<file path="config.mk">
export PLATFORM = sky130hd
export DESIGN_NAME = counter
export DESIGN_NICKNAME = d
export VERILOG_FILES = /design/src/rtl/counter_pkg.sv /design/src/rtl/counter_bin_to_bcd.sv /design/src/rtl/counter.sv
export SDC_FILE = /design/constraint.sdc
export NUM_CORES = 1
export LEC_CHECK = 0
export CAP_MARGIN = 20
export CORE_ASPECT_RATIO = 1.5
export CORE_UTILIZATION = 60
export DETAILED_ROUTE_END_ITERATION = 8
export DONT_BUFFER_PORTS = 1
export PLACE_DENSITY = 0.75
export SLEW_MARGIN = 20
export SYNTH_ARGS = -nofsm -noshare
export SYNTH_HDL_FRONTEND = slang
export SYNTH_SLANG_ARGS = --single-unit
</file>
<file path="constraint.sdc">
create_clock -name clock -period 12.52 [get_ports clock]
set_clock_uncertainty 0.15 [all_clocks]
set_input_delay 2.504 -clock clock [delete_from_list [all_inputs] [get_ports clock]]
set_output_delay 2.504 -clock clock [all_outputs]
set_load 0.005 [all_outputs]
</file>
<file path="src/rtl/counter_pkg.sv">
// counter_pkg: shared sizes and BCD digit types for the up/down counter and its converter.
package counter_pkg;
  localparam int WIDTH = 14;
  localparam int DIGITS = 4;
  localparam int MAX_COUNT = 9999;
  typedef logic [3:0] bcd_digit_t;
  typedef bcd_digit_t [DIGITS-1:0] bcd_t;
endpackage

</file>
<file path="src/rtl/counter_bin_to_bcd.sv">
// bin_to_bcd: combinational shift-add-3 (double dabble) binary to BCD converter.
module bin_to_bcd #(
  parameter int WIDTH = 14,
  parameter int DIGITS = 4
) (
  input  logic [WIDTH-1:0] binin,
  output logic [3:0]       bcdout [DIGITS-1:0]
);
  logic [4*DIGITS-1:0] bcd;
  always_comb begin
    bcd = '0;
    for (int i = WIDTH - 1; i >= 0; i--) begin
      for (int d = 0; d < DIGITS; d++)
        bcd[4*d+:4] = bcd[4*d+:4] >= 4'd5 ? bcd[4*d+:4] + 4'd3 : bcd[4*d+:4];
      bcd = {bcd[4*DIGITS-2:0], binin[i]};
    end
  end
  for (genvar g = 0; g < DIGITS; g++) begin : g_dig
    assign bcdout[g] = bcd[4*g+:4];
  end
endmodule

</file>
<file path="src/rtl/counter.sv">
// counter: 0..MAX_COUNT wrapping up/down counter with BCD digit output.
// Defining COUNTER_ENABLE_EN adds an enable input that gates counting.
module counter
  import counter_pkg::*;
(
  input  logic             clock,
  input  logic             reset,
  input  logic             decrement,
`ifdef COUNTER_ENABLE_EN
  input  logic             enable,
`endif
  output logic [WIDTH-1:0] binout,
  output bcd_digit_t       bcdout [DIGITS-1:0]
);
  localparam logic [WIDTH-1:0] MAX_BIN = WIDTH'(MAX_COUNT);
  logic step;
`ifdef COUNTER_ENABLE_EN
  assign step = enable;
`else
  assign step = 1'b1;
`endif
  always_ff @(posedge clock)
    if (reset) binout <= '0;
    else if (step)
      binout <= decrement ? (binout == '0 ? MAX_BIN : binout - 1'b1)
                          : (binout == MAX_BIN ? '0 : binout + 1'b1);
  bin_to_bcd #(.WIDTH(WIDTH), .DIGITS(DIGITS)) u_bcd (.binin(binout), .bcdout(bcdout));
endmodule

</file>
# Word-level counts from Yosys, hierarchy flattened

Index checks and enable logic that the tools add are counted.

Multiplexer cells: 29
Add/sub/neg operators: 28
Equality and inequality tests: 1
Magnitude comparators: 26
Reductions and logical operators: 1

Operators by type and width:

| operator                                                          | count |
|---|---|
| two-way mux 4 bit                                                 | 24 |
| greater-or-equal comparator 4 x 3 -> 1 bit, second input constant | 22 |
| adder 4 x 2 -> 4 bit, second input constant                       | 21 |
| two-way mux 14 bit                                                | 3 |
| adder 14 x 1 -> 14 bit, second input constant                     | 1 |
| equality test 14 bit, second input constant                       | 1 |
| logical NOT 14 bit                                                | 1 |
| subtractor 14 x 1 -> 14 bit, second input constant                | 1 |
| adder 3 x 2 -> 4 bit, second input constant                       | 3 |
| greater-or-equal comparator 3 bit, second input constant          | 4 |
| adder 3 x 2 -> 3 bit, second input constant                       | 2 |
| two-way mux 3 bit                                                 | 2 |

Word-level logic and storage cells: 86
Bits in registers: 14
Output and inout bits: 30

# Longest topological paths before layout

Word-level depth: 22
Gate-level depth with buffers: 49

# Modules after synthesis

From an unflattened synthesis, not the netlist that was laid out.

Cell total of the unflattened synthesis: 759
Area total of the unflattened synthesis: 5326.4 um2

Modules (own cells, without submodules):

| module     | seq. area each (um2) | area an instance (um2) | cells each | times used |
|---|---|---|---|---|
| bin_to_bcd | 0.0                  | 4207.8                 | 610        | 1 |
| counter    | 280.3                | 1118.6                 | 149        | 1 |

# Worst setup path before layout

OpenSTA, ideal clock, no wires.

Path kind: flip-flop to output port
From: register binout[12]
To: output bcdout[14] in the netlist's numbering
Stages on the path, launching flop included: 46
Arrival time: 9.076 ns
Data required time: 9.866 ns
Slack: 0.790 ns
Cells stage by stage: dfxtp_1 buf_2 inv_1 ha_1 o21ai_1 xnor2_1 ha_1 nand2b_1 a32oi_4 xnor2_1 ha_1 nor2b_1 o311a_1 a21oi_1 o221ai_1 xor2_1 inv_2 ha_1 [10 not listed] xnor2_2 ha_1 a22o_1 o221a_1 a221oi_4 a31oi_1 xnor2_2 ha_1 nor2_1 nor3_1 a21oi_1 ha_1 nand2b_1 a21oi_1 nand2_1 o21ai_1 nor2_1 a211o_1

RTL lines:

| element                | line          | text |
|---|---|---|
| start, declared        | counter.sv:12 | `output logic [WIDTH-1:0] binout,` |
| start signal, assigned | counter.sv:25 | `binout <= decrement ? (binout == '0 ? MAX_BIN : binout - 1'b1)` |
| end, declared          | counter.sv:13 | `output bcd_digit_t bcdout [DIGITS-1:0]` |

==> summary.md <==
| Metric | Value |
|---|---|
| Reg-to-reg startpoint | binout[2]$_SDFF_PP0_ |
| I/O pin count | 33 |
| Flop2flop setup slack | 9270 ps |
| Status | finished, final reports clean |
| Fin nets | about 710 |
| Synthesized Nets | just over 700 |
| Fin worst setup slack | 424 ps |
| Setup crit end kind | output pin |
| Vias post-DR | 5469 |
| Final period util | 0.966 |
| DP Worst Slack | -149 ps |
| Hold_sp | binout[1]$_SDFF_PP0_ |
| Drt drc | 0 |
| First-pass GRT wire length | 21.1 mm |
| Register bank with the most flops | binout |
| Mapped Avg Cell Area | 7.00 um^2 |
| Post-synthesis instance total | 700 |
| Main flop type after synthesis | dfxtp_1 |
| Fill count | 680 |
| CP max stage cell | or3_1 |
| Synth Register Bits | 14 |
| Final hold slack | about 580 ps |
| Number of global-route vias before repair | about 4800 |
| Vias per std cell | 6.92 |
| CTS root buf | clkbuf_16 |
| Asr flop ratio synth | 0 |
| Max-slew violations | 0 |
| Die height | 113 um |
| 1st-pass router iterations | 7 |
| GRT Overall Usage | 0.298 |
| Crit path max fanout | 12 |
| Required time worst endpoint | a little under 10000 ps |
| CTS tree | yes |
| Synth cell types | 110 |
| Max FFs per register | 14 |
| Antenna violations before repair | 0 |
| Max-Cap Viols | 0 |
| I/O Buffers | 0 |
| CTS sink count | 14 |
| Clk buf depth | 2 |
| Diodes inserted | 0 |
| 1st-iter DRT viols | 327 |
| Avg WL per Cell | 17.4 um |
| Die Wd | 75.8 um |
| Area Overhead vs Synth | 8.25% |
| Setup_tns | 0 ps |
| Worst Hold Class | flop to flop |
| EDFF count, synth | 0 |
| Number of H-tree levels | 1 |
| Total of warnings raised by yosys | 0 |
| Max frequency | 0.0827 GHz |
| RD Place Congestion | 0.915 |
| Final Hold Vio Count | 0 |
| Setup crit start | binout[12]$_SDFF_PP0_ |
| Clk pin slew, worst setup/hold paths | 50 ps |
| Core area | 7960 um^2 |
| Worst Setup Path Type | flop to output pin |
| Share of layout cells above drive strength 1 | 0.175 |
| Critical Path Start Type | flop |
| Post-route minimum period | 12100 ps |
| Antenna viol nets, final | 0 |
| Largest regs | binout: 14 flops |
| Crit path arrival time | around 9400 ps |
| Slew @ Worst Pin | 933 ps |
| Slew margin rel. | 0.372 |
| CP peak stage delay | 400 ps |
| Initial Util | 0.616 |
| Largest net degree at the start of global routing | 33 |
| # setup viols final | 0 |
| Worst-Skew Late Latency | 250 ps |
| Die area | between 8000 and 9000 um^2 |
| Final wirelength | 13.7 mm |
| Sequential share of the synthesized area | 0.0572 |
| Netlist Area Pre-Place | 4900 um^2 |
| DP HPWL | 9.94 mm |
| Total gr overflow | 0 |
| Total CTS buffers | 3 |
| Row cnt | 40 |
-- layout make-up --
type	instances	area, um^2	share of cell area
Multi-Input combinational cell	611	4510	0.850
Sequential cell	14	280	0.0528
Timing Repair Buffer	22	165	0.0311
Inverter	34	131	0.0248
Tap cell	105	131	0.0248
Clock buffer	4	88.8	0.0167
-- metrics by stage --
step,utilization,cells,cell area [um^2]
floorplan,-,700,4900
global placement,0.618,774,4910
detailed placement,0.618,774,4910
CTS,0.634,779,5040
global route,0.667,790,5300
finish,0.667,790,5300
-- cells in the mapped netlist, types with 6 or more instances --
master	count	area, um^2
o21ai_0	43	215
xnor2_1	11	96.3
a211o_1	6	52.6
nand3_1	29	145
a21oi_1	48	240
nor3_1	27	135
a211oi_1	12	90.1
a221oi_1	6	52.6
mux2i_1	12	120
ha_1	24	300
nor2_1	60	225
a22oi_1	6	45.0
nor2b_1	9	56.3
o211ai_1	15	113
o22ai_1	11	68.8
mux2_2	6	67.6
a31oi_1	10	62.6
o31ai_1	9	67.6
inv_1	27	101
o21ai_1	8	40.0
nand2b_1	13	81.3
or3_1	11	68.8
nand2_1	68	255
dfxtp_1	14	280
and3_1	6	37.5
clkbuf_1	29	109
a21o_1	6	45.0
-- cell families (layout without fill, tap and decap cells) --
logic type / Yosys count / in the layout / share of synthesized area
AND/OR/NAND/NOR: 260 / 260 / 0.269
flip-flops: 14 / 14 / 0.0572
multiplexers: 27 / 27 / 0.0702
buffers and inverters: 75 / 60 / 0.0651
adder cells (fa/ha/maj): 25 / 25 / 0.0633
AO/OA/AOI/OAI: 283 / 283 / 0.442
XOR/XNOR: 16 / 16 / 0.0332
-- worst paths after layout --
| check | depth (start not counted) | end |
|---|---|---|
| setup reg to reg | 11 | binout[7]$_SDFF_PP0_ |
| setup / recovery | 47 | bcdout[14] |
| hold / removal | 2 | binout[3]$_SDFF_PP0_ |
| hold reg to reg | 2 | binout[3]$_SDFF_PP0_ |
-- placed cells by master (no fill, tap or decap), drive strengths merged, types with 5 or more instances in the layout --
master,n
a22oi,7
o311a,5
a21oi,51
a21o,8
o31ai,10
xnor2,14
o211ai,15
a32o,5
o21ai,51
ha,24
a211oi,18
or3,11
o2bb2ai,5
a221oi,8
a31oi,11
or2,5
o22ai,11
nor2,61
o32ai,5
a211o,6
nand2b,13
inv,32
o21a,5
a21boi,5
mux2i,16
nand4,5
mux2,11
nor3,28
and2,5
and3,6
dfxtp,14
nand3,30
nor2b,9
a32oi,7
buf,22
nand2,70
-- metal layers --
| layer | up-vias | wire length [um] | global-route usage |
|---|---|---|---|
| met4 | 0 | 333 | 0.0901 |
| li1 | 2690 | - | - |
| met5 | - | 0 | 0 |
| met3 | 32 | 516 | 0.0296 |
| met2 | 172 | 7300 | 0.563 |
| met1 | 2575 | 5560 | 0.332 |
-- critical path: cells and delay by family, from the launching register on --
family | cells | cell delay (ps)
simple gates | 11 | 1920
flops | 1 | 320
compound gates | 15 | 3070
fa+ha+maj | 8 | 1670
xor+xnor | 2 | 260
buf+inv | 7 | 860
mux | 4 | 1050
-- timing repair --
item,4_1_cts,5_1_grt
hold endpoints to repair,0,0
endpoints found under the setup margin,9,11
hold buffers,0,0
setup buffers,1,11
gates resized for setup,5,31
pin swaps,2,8
Power is left out: the tool's default activity adds up to more than one toggle a clock period on the data nets, which glitch-free logic cannot reach.
